--- src/rtl/disp_line_streamer_if.sv ---
// Pixel stream interface between the line streamer and the post-processing receiver.
interface disp_line_streamer_if #(
  parameter int WIDTH = 9
);
  logic             valid_L;
  logic             valid_R;
  logic [WIDTH-1:0] disp_L;
  logic [WIDTH-1:0] disp_R;
  logic             sol;
  logic             eol;
  logic             sof;
  logic             eof;

  modport master (output valid_L, valid_R, disp_L, disp_R, sol, eol, sof, eof);
  modport slave  (input  valid_L, valid_R, disp_L, disp_R, sol, eol, sof, eof);
endinterface

--- src/rtl/disp_line_streamer.sv ---
// Frame-memory reader emitting valid-framed disparity raster lines with per-line blanking.
// Optional build macro DISP_SUBPIX_EN: shift pixels left by one into sub-pixel format.
module disp_line_streamer #(
  parameter int WIDTH  = 9,
  parameter int AWIDTH = 19,
  parameter int CNTW   = 11
) (
  input  logic              clk,
  input  logic              rst,
  input  logic              start,
  input  logic [CNTW-1:0]   width,
  input  logic [CNTW-1:0]   height,
  input  logic [CNTW-1:0]   hblank,
  input  logic [AWIDTH-1:0] base_addr,
  output logic              rd_en,
  output logic [AWIDTH-1:0] rd_addr,
  input  logic [WIDTH-1:0]  rd_data_L,
  input  logic [WIDTH-1:0]  rd_data_R,
  disp_line_streamer_if.master px,
  output logic              busy,
  output logic              done
);

  typedef enum logic [1:0] {IDLE, BLANK, ACTIVE, DRAIN} state_t;

  state_t            state_q, state_d;
  logic [CNTW-1:0]   wid_q, wid_d, hgt_q, hgt_d, hbl_q, hbl_d;
  logic [CNTW-1:0]   col_q, col_d, row_q, row_d, blk_q, blk_d;
  logic [AWIDTH-1:0] addr_q, addr_d;
  logic              rd_en_q, rd_en_d;
  logic              s1_valid_q, s1_valid_d;
  logic [3:0]        s1_flags_q, s1_flags_d;   // {sof, eof, sol, eol}
  logic              valid_q, valid_d;
  logic [3:0]        flags_q, flags_d;
  logic [WIDTH-1:0]  disp_l_q, disp_l_d, disp_r_q, disp_r_d;
  logic              busy_q, busy_d, done_q, done_d;
  logic [WIDTH-1:0]  pix_l, pix_r;
  logic              last_col, last_row;

`ifdef DISP_SUBPIX_EN
  assign pix_l = rd_data_L << 1;
  assign pix_r = rd_data_R << 1;
`else
  assign pix_l = rd_data_L;
  assign pix_r = rd_data_R;
`endif

  assign last_col = (col_q == wid_q - CNTW'(1));
  assign last_row = (row_q == hgt_q - CNTW'(1));

  always_comb begin
    state_d    = state_q;
    wid_d      = wid_q;
    hgt_d      = hgt_q;
    hbl_d      = hbl_q;
    col_d      = col_q;
    row_d      = row_q;
    blk_d      = blk_q;
    addr_d     = addr_q;
    done_d     = 1'b0;
    busy_d     = busy_q & ~done_q;
    // Flags are tagged at read time and travel alongside the memory latency.
    s1_valid_d = rd_en_q;
    s1_flags_d = rd_en_q ? {last_row ? 1'b0 : 1'b0, 1'b0, 1'b0, 1'b0} : 4'b0;
    if (rd_en_q) begin
      s1_flags_d = {(col_q == '0) && (row_q == '0), last_col && last_row,
                    (col_q == '0), last_col};
    end
    valid_d  = s1_valid_q;
    flags_d  = s1_flags_q;
    disp_l_d = s1_valid_q ? pix_l : disp_l_q;
    disp_r_d = s1_valid_q ? pix_r : disp_r_q;

    case (state_q)
      IDLE: begin
        if (start) begin
          wid_d  = width;
          hgt_d  = height;
          hbl_d  = hblank;
          addr_d = base_addr;
          col_d  = '0;
          row_d  = '0;
          blk_d  = '0;
          busy_d = 1'b1;
          if (width == '0 || height == '0) state_d = DRAIN;
          else if (hblank == '0)           state_d = ACTIVE;
          else                             state_d = BLANK;
        end
      end
      BLANK: begin
        if (blk_q == hbl_q - CNTW'(1)) begin
          blk_d   = '0;
          state_d = ACTIVE;
        end else begin
          blk_d = blk_q + CNTW'(1);
        end
      end
      ACTIVE: begin
        addr_d = addr_q + AWIDTH'(1);
        if (last_col) begin
          col_d = '0;
          if (last_row) begin
            state_d = DRAIN;
          end else begin
            row_d   = row_q + CNTW'(1);
            state_d = (hbl_q == '0) ? ACTIVE : BLANK;
          end
        end else begin
          col_d = col_q + CNTW'(1);
        end
      end
      DRAIN: begin
        if (!s1_valid_q) begin
          done_d  = 1'b1;
          state_d = IDLE;
        end
      end
      default: state_d = IDLE;
    endcase

    rd_en_d = (state_d == ACTIVE);
  end

  always_ff @(posedge clk) begin
    if (rst) begin
      state_q    <= IDLE;
      wid_q      <= '0;
      hgt_q      <= '0;
      hbl_q      <= '0;
      col_q      <= '0;
      row_q      <= '0;
      blk_q      <= '0;
      addr_q     <= '0;
      rd_en_q    <= 1'b0;
      s1_valid_q <= 1'b0;
      s1_flags_q <= '0;
      valid_q    <= 1'b0;
      flags_q    <= '0;
      disp_l_q   <= '0;
      disp_r_q   <= '0;
      busy_q     <= 1'b0;
      done_q     <= 1'b0;
    end else begin
      state_q    <= state_d;
      wid_q      <= wid_d;
      hgt_q      <= hgt_d;
      hbl_q      <= hbl_d;
      col_q      <= col_d;
      row_q      <= row_d;
      blk_q      <= blk_d;
      addr_q     <= addr_d;
      rd_en_q    <= rd_en_d;
      s1_valid_q <= s1_valid_d;
      s1_flags_q <= s1_flags_d;
      valid_q    <= valid_d;
      flags_q    <= flags_d;
      disp_l_q   <= disp_l_d;
      disp_r_q   <= disp_r_d;
      busy_q     <= busy_d;
      done_q     <= done_d;
    end
  end

  assign rd_en      = rd_en_q;
  assign rd_addr    = addr_q;
  assign px.valid_L = valid_q;
  assign px.valid_R = valid_q;
  assign px.disp_L  = disp_l_q;
  assign px.disp_R  = disp_r_q;
  assign px.sof     = flags_q[3];
  assign px.eof     = flags_q[2];
  assign px.sol     = flags_q[1];
  assign px.eol     = flags_q[0];
  assign busy       = busy_q;
  assign done       = done_q;

endmodule

--- src/flat_wrapper.sv ---
// flat-port wrapper written by rule: the top's interface ports become plain ports
module disp_line_streamer_flat 
#(
  parameter int WIDTH  = 9,
  parameter int AWIDTH = 19,
  parameter int CNTW   = 11
)
  (clk, rst, start, width, height, hblank, base_addr, rd_en, rd_addr, rd_data_L, rd_data_R, busy, done, px_valid_L, px_valid_R, px_disp_L, px_disp_R, px_sol, px_eol, px_sof, px_eof);
  disp_line_streamer_if #(.WIDTH(WIDTH)) px_i ();
  input  logic clk;
  input  logic rst;
  input  logic start;
  input  logic [CNTW-1:0] width;
  input  logic [CNTW-1:0] height;
  input  logic [CNTW-1:0] hblank;
  input  logic [AWIDTH-1:0] base_addr;
  output logic rd_en;
  output logic [AWIDTH-1:0] rd_addr;
  input  logic [WIDTH-1:0] rd_data_L;
  input  logic [WIDTH-1:0] rd_data_R;
  output logic busy;
  output logic done;
  output wire logic [$bits(px_i.valid_L)-1:0] px_valid_L;
  output wire logic [$bits(px_i.valid_R)-1:0] px_valid_R;
  output wire logic [$bits(px_i.disp_L)-1:0] px_disp_L;
  output wire logic [$bits(px_i.disp_R)-1:0] px_disp_R;
  output wire logic [$bits(px_i.sol)-1:0] px_sol;
  output wire logic [$bits(px_i.eol)-1:0] px_eol;
  output wire logic [$bits(px_i.sof)-1:0] px_sof;
  output wire logic [$bits(px_i.eof)-1:0] px_eof;
  assign px_valid_L = px_i.valid_L;
  assign px_valid_R = px_i.valid_R;
  assign px_disp_L = px_i.disp_L;
  assign px_disp_R = px_i.disp_R;
  assign px_sol = px_i.sol;
  assign px_eol = px_i.eol;
  assign px_sof = px_i.sof;
  assign px_eof = px_i.eof;
  disp_line_streamer #(.WIDTH(WIDTH), .AWIDTH(AWIDTH), .CNTW(CNTW)) u_core (.clk(clk), .rst(rst), .start(start), .width(width), .height(height), .hblank(hblank), .base_addr(base_addr), .rd_en(rd_en), .rd_addr(rd_addr), .rd_data_L(rd_data_L), .rd_data_R(rd_data_R), .px(px_i), .busy(busy), .done(done));
endmodule
--- config.mk ---
export PLATFORM = sky130hd
export DESIGN_NAME = disp_line_streamer_flat
export DESIGN_NICKNAME = d
export VERILOG_FILES = /design/src/rtl/disp_line_streamer_if.sv /design/src/rtl/disp_line_streamer.sv /design/src/flat_wrapper.sv
export SDC_FILE = /design/constraint.sdc
export NUM_CORES = 1
export LEC_CHECK = 0
export ABC_AREA = 1
export CAP_MARGIN = 0
export CELL_PAD_IN_SITES_DETAIL_PLACEMENT = 1
export CELL_PAD_IN_SITES_GLOBAL_PLACEMENT = 1
export CORE_MARGIN = 2
export CORE_UTILIZATION = 45
export CTS_CLUSTER_SIZE = 10
export DETAILED_ROUTE_END_ITERATION = 6
export DONT_BUFFER_PORTS = 1
export PLACE_DENSITY = 0.87
export SLEW_MARGIN = 0
export SYNTH_ARGS = -nofsm -noshare
export SYNTH_HDL_FRONTEND = slang
export SYNTH_SLANG_ARGS = --single-unit
--- constraint.sdc ---
create_clock -name clk -period 2.42 [get_ports clk]
set_input_delay 0.121 -clock clk [delete_from_list [all_inputs] [get_ports clk]]
set_output_delay 0.121 -clock clk [all_outputs]
set_load 0.005 [all_outputs]
==> results of run 1 <==
-- sequential cells by signal (all words and copies together) (netlist names), 9 cells and up --
name              count
u_core.hgt_q         11
u_core.px.disp_L      9
u_core.hbl_q         11
u_core.col_q         11
u_core.px.disp_R      9
u_core.rd_addr       19
u_core.blk_q         11
u_core.row_q         11
u_core.wid_q         11
-- cell type report --
class	count	area, um2
multi-input cells	741	3800
repair buffers	84	816
clock buffers	21	470
flip-flops and latches	118	2360
well taps	184	230
fillers	1897	6350
inverters	109	409
clock inverters	11	146
-- worst min-delay path, delay by kind of cell --
family	cells	cell delay, ps
simple gates	1	30
compound gates	2	270
buf+inv	1	60
-- layer usage --
layer  GRT usage  vias to the layer above  wire length [um]
met5           0                        -                 0
met1       0.341                     3465              9780
met2       0.531                      130             11800
met3      0.0510                       33               652
met4       0.101                        0               501
li1            -                     3403                 -
-- repair_timing --
action / in CTS / in global routing
endpoints found under the setup margin: 0 / 22
resized for setup: 0 / 9
hold buffers: 70 / 0
buffers inserted: 0 / 2
endpoints found under the hold margin: 105 / 0
-- Yosys cell counts, types with 10 or more instances --
cell and instances:
inv_1 94, nand3_1 90, xnor2_1 16, a21oi_1 64, o21ai_0 70, nor4_1 11
inv_2 14, nand2_1 241, dfxtp_1 118, ha_1 10, nor2_1 104, nor3_1 21
nand4_1 15, xor2_1 33, clkbuf_1 28
-- cells by family after synthesis --
group | Yosys count | synth area share
adder cells (fa/ha/maj) | 10 | 0.0186
AO/OA/AOI/OAI | 154 | 0.121
flip-flops | 118 | 0.351
XOR/XNOR | 49 | 0.0638
buffers and inverters | 147 | 0.0869
AND/OR/NAND/NOR | 528 | 0.359
-- power by group through the flow --
stage / combinational (mW) / clock [mW] / sequential, mW
final: 0.930 / 2.65 / 2.14
after global placement: 0.759 / 0 / 2.17
after CTS: 0.909 / 2.69 / 2.13
after floorplan: 0.639 / 0 / 2.14
after detailed placement: 0.792 / 0 / 2.17
after global routing: 1.06 / 2.77 / 2.15
-- through the flow --
stage | utilization | cells | power [mW] | hold WS [ps] | setup slack, ps
floorplan | - | 1006 | 2.78 | 195 | 559
CTS | 0.562 | 1266 | 5.73 | 50.9 | 123
finish | 0.565 | 1268 | 5.72 | 86.6 | 163
global route | 0.565 | 1268 | 5.97 | 147 | 23.2
global placement | 0.471 | 1164 | 2.93 | 196 | 264
detailed placement | 0.471 | 1164 | 2.96 | 197 | 159
-- cell usage in the layout (no fill, tap or decap), drive strengths merged --
master       Yosys  routed
a211oi           3       3
a21oi           64      64
a31oi            4       4
buf             10      15
bufinv           0       3
clkbuf          28      21
clkinv           1       5
clkinvlp         0       2
dfxtp          118     118
dlygate4sd3      0      69
ha              10      10
inv            108     110
nand2          247     247
nand3           94      94
nand3b           8       8
nand4           17      17
nor2           118     118
nor3            25      25
nor3b            3       3
nor4            11      11
nor4b            1       1
o2111a           1       1
o211ai           1       1
o21a             2       2
o21ai           76      76
o311ai           2       2
o31ai            1       1
or2              4       4
xnor2           16      16
xor2            33      33
-- final timing paths --
path,start,to,slack [ps],depth (start not counted)
worst max-delay path,u_core.rd_addr[0],u_core.rd_addr[18],160,12
worst min-delay path,base_addr[13],u_core.rd_addr[13],90,4
worst max register to register,u_core.rd_addr[0],u_core.rd_addr[18],160,12
worst min register to register,u_core.flags_d[3],u_core.flags_q[3],420,2
==> reports/qor.csv, run 1 <==
stage,metric,value,unit
layout,syn_to_final_growth,22.5,%
power,clock_power_share,0.464,
clock_tree,htree_levels,4,
floorplan,ios,119,
routing,ant_nets,0,
setup_path,crit_family,simple AND/OR/NAND/NOR gates,
yosys,synth_top_area_share,0.351,
floorplan,rows,44,
job,maxCapViolCount,0,
timing,slew_violations,0,
floorplan,core,14600,um2
timing,fin_worst_skew,13.0,ps
timing,relSlewSlack,0.345,
timing,max_freq,443,MHz
layout,drive_gt1_frac,0.0923,
min_path,hold_path_class,in -> reg,
global_route,grt_pass1_wl,37300,um
placed_design,port_buffers,0,
floorplan,start_util,0.461,
routing,drtIter0Drc,380,
yosys,synth_nets,1089,
setup_path,crit_top_cell,nand2_1,
layout,diodes,0,
routing,routedWlPerCell,17.9,um
floorplan,dieWidth,126,um
yosys,yosysUniqueCellTypes,43,
yosys,syn_inst,1006,
routing,vias_per_cell,5.54,
setup_path,crit_fanout,5,
setup_path,crit_type,reg -> reg,
yosys,syn-cell-area,6720,um2
placed_design,gp_congestion,0.845,
yosys,synth_flop_cell,dfxtp_1,
global_route,antenna_found_initial,0,
status,status,"finished, final reports clean",
clock_tree,cts.reportedPaths.clkPinSlew,60,ps
routing,drt_first_pass_iters,4,
routing,routed_wl,22700,um
power,swShare,0.287,
setup_path,crit_path_end_kind,flop,
routing,drc,0,
setup_path,cp-start-kind,flop,
placed_design,dpl.hpwl,14400,um
clock_tree,cts_max_path_buffers,2,
global_route,track_usage,0.291,
layout,design_area,8240,um2
floorplan,die_h,126,um
clock_tree,clock_latency,430,ps
placed_design,dpl-instance-area,6870,um2
timing,worst_pin_slew,981,ps
power,power_report.internal_total,4.08,mW
yosys,synth-edff-count,0,
yosys,ys_async_sr_fraction,0,
global_route,first_global_vias,7515,
power,leakage,3.42,nW
layout,fin_nets,1154,
power,p_sw,1.64,mW
setup_path,slowest_delay,390,ps
timing,hold_viol,0,
power,p_seq_frac,0.374,
setup_path,crit_buf_inv,0,
timing,setup_viol,0,
yosys,ys_ff_latch,118,
clock_tree,cts_tree,built,
setup_path,worstPathCellList,ha_2 > nand3_1 > nor2_2 > nand2_1 > nor2_2 > nand2_1 > nor3_4 > nand2_1 > xor2_1 > nand2_1 > o21ai_1 > a21oi_1,
yosys,yosysWarningCount,0,
clock_tree,numClockSinks,118,
timing,finalSetupTns,0,ps
timing,rsz0062_at_grt,no,
setup_path,critical-path-slowest-cell,dfxtp_2,
floorplan,die_area,15900,um2
power,peakVddDrop,0.000537,V
global_route,grt_overflow,0,
yosys,synth.area.top_cells,"dfxtp_1 (35%), nand2_1 (13%), nand3_1 (6.7%)",
clock_tree,cts_buffers,17,
yosys,yosysSeqAreaShare,0.351,
yosys,synth_top_area_cell,dfxtp_1,
power,p_comb_frac,0.163,
clock_tree,root_buffer,clkbuf_16,
power,p_per_area,695,nW/um2
routing,vias,7031,
yosys,syn_area_per_cell,6.68,um2
setup_path,critPathArrivalTime,2550,ps
setup_path,worstPathRequired,2710,ps
global_route,grt_max_degree,41,
timing,period_minus_slack,2260,ps
timing,period_share,0.933,
Note: power is estimated with default switching activity, not from simulation.
==> inputs of run 2 (changes only) <==
PLACE_DENSITY = unset   (was 0.87)
PLACE_DENSITY_LB_ADDON = 0.3   (was unset)
==> reports/qor.csv, run 2 (same netlist as run 1, synthesis figures left out) <==
stage,metric,value,unit
clock_tree,post_cts_buffers,0,
layout,syn_to_final_growth,22.5,%
layout,design_area,8230,um2
setup_path,crit_fanout,5,
clock_tree,htree_levels,4,
routing,vias_per_cell,5.61,
setup_path,slowest_delay,440,ps
timing,hold_viol,0,
timing,fin_ws,35.6,ps
power,peakVddDrop,0.000471,V
routing,drt_first_pass_iters,5,
setup_path,crit_type,reg -> reg,
clock_tree,cts_buffers,17,
layout,drive_gt1_frac,0.0895,
global_route,first_global_vias,7648,
floorplan,dieWidth,126,um
timing,timing.hold.ws,76.4,ps
timing,period_share,0.985,
timing,relSlewSlack,0.381,
placed_design,place_ws,168,ps
routing,drc,0,
setup_path,critPathArrivalTime,2730,ps
floorplan,die_h,126,um
setup_path,crit_path_end_kind,flop,
placed_design,dpl.hpwl,14600,um
clock_tree,numClockSinks,118,
floorplan,core,14600,um2
global_route,grt_most_used_layer,met2,
layout,diodes,0,
routing,vias,7117,
placed_design,gp_congestion,0.861,
layout,final_common_cell,nand2_1,
routing,drtIter0Drc,398,
layout,fin_nets,1155,
floorplan,start_util,0.461,
min_path,hold_path_class,in -> reg,
placed_design,dpl-instance-area,6920,um2
floorplan,rows,44,
placed_design,port_buffers,0,
routing,routed_wl,23500,um
power,leakage,3.42,nW
global_route,met1_usage,0.339,
timing,worst_pin_slew,927,ps
timing,slew_violations,0,
routing,routedWlPerCell,18.5,um
setup_path,critical-path-slowest-cell,dfxtp_1,
global_route,grt_pass1_wl,37600,um
setup_path,worstPathRequired,2770,ps
clock_tree,clock_latency,430,ps
layout,largest_reg_flops,19,
global_route,grt_max_degree,44,
status,status,"finished, final reports clean",
global_route,grt_util_met2,0.517,
clock_tree,cts.reportedPaths.clkPinSlew,60,ps
layout,layout_common_cells,"nand2_1 (241), dfxtp_1 (118), nor2_1 (104), inv_1 (92), nand3_1 (90)",
timing,period_minus_slack,2380,ps
setup_path,cp-start-kind,flop,
setup_path,worstPathCellList,nand3_1 > nor2_1 > nand2_1 > nor3_2 > nand2_1 > nor3_2 > xor2_1 > nand2_1 > a21oi_1,
timing,setup_viol,0,
global_route,grt_overflow,0,
clock_tree,cts_max_path_buffers,2,
job,maxCapViolCount,0,
power,power,5.63,mW
timing,fin_worst_skew,9.03,ps
clock_tree,cts_tree,built,
setup_path,crit_top_cell,nand2_1,
floorplan,die_area,15900,um2
timing,max_freq,419,MHz
clock_tree,root_buffer,clkbuf_16,
global_route,antenna_found_initial,0,
setup_path,crit_family,simple AND/OR/NAND/NOR gates,
global_route,track_usage,0.293,
global_route,gr-usage-met3,0.0718,
routing,ant_nets,0,
floorplan,ios,119,
power,p_per_area,684,nW/um2
setup_path,crit_buf_inv,0,
-- run 2: what timing repair did --
action                                  CTS  global route
endpoints found under the hold margin   104             0
endpoints found under the setup margin    0            14
gates resized for setup                   0             6
hold buffers                             69             0
-- run 2: metrics by stage --
step	util	cells	setup TNS (ps)
6_report	0.564	1268	0
5_1_grt	0.564	1268	-106
4_1_cts	0.561	1267	0
3_5_place_dp	0.474	1167	0
3_3_place_gp	0.474	1167	0
2_1_floorplan	-	1006	0
-- run 2: area by class of cell --
cell class,instances,area (um2)
Clock inverter,14,149
Timing Repair Buffer,84,838
Fill cell,1859,6350
Multi-Input combinational cell,742,3820
Clock buffer,17,425
Sequential cell,118,2360
Inverter,109,409
Tap cell,184,230
-- run 2: path summary, 6_finish.rpt --
kind	slack, ps	startpoint	end	depth (start not counted)
hold / removal	80	base_addr[11]	u_core.rd_addr[11]	4
setup reg to reg	40	u_core.rd_addr[0]	u_core.rd_addr[15]	9
hold reg to reg	400	u_core.flags_d[2]	u_core.flags_q[2]	2
setup / recovery	40	u_core.rd_addr[0]	u_core.rd_addr[15]	9
-- run 2: tightest hold or removal path, stage by stage --
cell and delay [ps]:
nor3_1 30, a211oi_1 160, o21ai_0 110, inv_1 50
-- run 2: layer usage --
| metal | wire length [um] | vias up |
|---|---|---|
| li1 | - | 3406 |
| met1 | 9770 | 3468 |
| met2 | 12000 | 194 |
| met3 | 1110 | 49 |
| met4 | 608 | 0 |
| met5 | 0 | - |
-- run 2: power by group --
| group | internal, mW | switching (mW) | total [mW] | leakage (nW) |
|---|---|---|---|---|
| combinational | 0.353 | 0.615 | 0.968 | 2.18 |
| sequential | 2.03 | 0.106 | 2.13 | 0.963 |
| clock | 1.52 | 1.01 | 2.53 | 0.273 |
==> inputs of run 3 (changes only) <==
RECOVER_POWER = 50   (was unset)
==> reports/qor.csv, run 3 (same netlist as run 1, synthesis figures left out) <==
stage,metric,value,unit
timing,hold_viol,0,
routing,drtIter0Drc,395,
clock_tree,cts_tree,built,
power,p_comb_frac,0.172,
layout,design_area,8220,um2
timing,worst_pin_slew,930,ps
routing,ant_nets,0,
routing,routedWlPerCell,18.6,um
floorplan,start_util,0.461,
power,p_seq_frac,0.379,
clock_tree,cts_max_path_buffers,2,
min_path,hold_path_depth,4,
global_route,antenna_found_initial,0,
global_route,grt_max_degree,44,
layout,fin_nets,1155,
placed_design,place_ws,168,ps
power,leakage,3.41,nW
timing,finalSetupTns,0,ps
clock_tree,root_buffer,clkbuf_16,
routing,wl_met1,9800,um
layout,largest_reg_flops,19,
power,p_sw,1.73,mW
clock_tree,numClockSinks,118,
floorplan,dieWidth,126,um
placed_design,dpl.hpwl,14600,um
routing,drc,0,
routing,drt_first_pass_iters,5,
routing,top_layer,met4,
power,swShare,0.308,
setup_path,rrSetupSlack,40,ps
setup_path,critPathArrivalTime,2730,ps
global_route,grt_overflow,0,
setup_path,crit_type,reg -> reg,
layout,drive_gt1_frac,0.0858,
power,clock_power_share,0.449,
global_route,first_global_vias,7648,
timing,period_minus_slack,2380,ps
clock_tree,cts.reportedPaths.clkPinSlew,60,ps
floorplan,die_area,15900,um2
timing,period_share,0.983,
setup_path,crit_fanout,5,
placed_design,port_buffers,0,
power,power_report.internal_total,3.90,mW
timing,setup_viol,0,
routing,vias,7120,
setup_path,crit_path_end_kind,flop,
routing,vias_per_cell,5.62,
clock_tree,htree_levels,4,
timing,max_freq,421,MHz
min_path,worstHoldStart,base_addr[11],
clock_tree,cts_buffers,17,
layout,diodes,0,
layout,fillCellCount,1862,
power,p_per_area,685,nW/um2
placed_design,dpl-instance-area,6920,um2
setup_path,reg2reg_depth,9,
floorplan,core,14600,um2
placed_design,gp_congestion,0.861,
floorplan,die_h,126,um
clock_tree,clock_latency,430,ps
power,peakVddDrop,0.000473,V
setup_path,worstPathRequired,2770,ps
status,status,"finished, final reports clean",
timing,fin_ws,42.1,ps
setup_path,r2r_end,u_core.rd_addr[15],
floorplan,ios,119,
setup_path,cp-start-kind,flop,
timing,fin_worst_skew,8.47,ps
layout,layout_common_cells,"nand2_1 (241), dfxtp_1 (118), nor2_1 (105), inv_1 (93), nand3_1 (90)",
routing,wl_met2,12000,um
global_route,track_usage,0.293,
setup_path,crit_path_start,u_core.rd_addr[0],
layout,syn_to_final_growth,22.3,%
timing,relSlewSlack,0.379,
layout,final_common_cell,nand2_1,
job,maxCapViolCount,0,
setup_path,r2r_start,u_core.rd_addr[0],
floorplan,rows,44,
timing,timing.hold.ws,76.8,ps
global_route,grt_pass1_wl,37600,um
min_path,worstHoldEndpoint,u_core.rd_addr[11],
min_path,hold_path_class,in -> reg,
routing,routed_wl,23500,um
routing,wl_met3,1090,um
timing,slew_violations,0,
-- run 3: cell types whose count changed in the layout (fill, tap and decap cells not counted), sizes merged --
cell | previous run | this run
clkbuf | 17 | 20
buf | 16 | 13
-- run 3: worst max-delay path: stages (launching register included) --
cell and delay [ps]:
dfxtp_1 440, nand3_1 150, nor2_1 210, nand2_1 170, nor3_2 290, nand2_1 170, nor3_2 290, xor2_1 260
nand2_1 120, a21oi_1 180
-- run 3: cell type report --
type                            instances  area [um2]  share of cell area
Sequential cell                       118        2360               0.287
Inverter                              109         409              0.0498
Clock buffer                           17         425              0.0517
Tap cell                              184         230              0.0280
Clock inverter                         14         149              0.0181
Multi-Input combinational cell        742        3820               0.464
Timing Repair Buffer                   84         828               0.101
-- run 3: worst max path at each step --
stage	to	slack [ps]
after floorplan	u_core.row_q[2]	560
after global placement	u_core.row_q[7]	250
after detailed placement	u_core.row_q[8]	170
after CTS	u_core.row_q[8]	140
after global routing	u_core.rd_addr[17]	-70
final	u_core.rd_addr[15]	40
-- run 3: what timing repair did --
action / 4_1_cts / 5_1_grt
setup buffers: 0 / 0
resized for setup: 0 / 6
endpoints found under the setup margin: 0 / 14
hold buffers: 69 / 0
hold endpoints to repair: 104 / 0
-- run 3: metrics by stage --
stage	utilization	cells	total power, mW
finish	0.564	1268	5.63
global route	0.564	1268	5.88
CTS	0.561	1267	5.59
detailed placement	0.474	1167	2.97
global placement	0.474	1167	2.94
floorplan	-	1006	2.78
-- run 3: power by group through the flow --
stage               clock network (mW)  logic, mW  registers [mW]
finish                            2.53      0.965            2.13
global route                      2.65       1.08            2.15
CTS                               2.54      0.922            2.13
detailed placement                   0      0.805            2.17
global placement                     0      0.776            2.17
floorplan                            0      0.639            2.14
-- run 3: metal layers --
layer  global-route usage  up-vias
met4                0.122        0
met1                0.339     3477
met5                    0        -
met2                0.517      187
li1                     -     3407
met3               0.0718       49
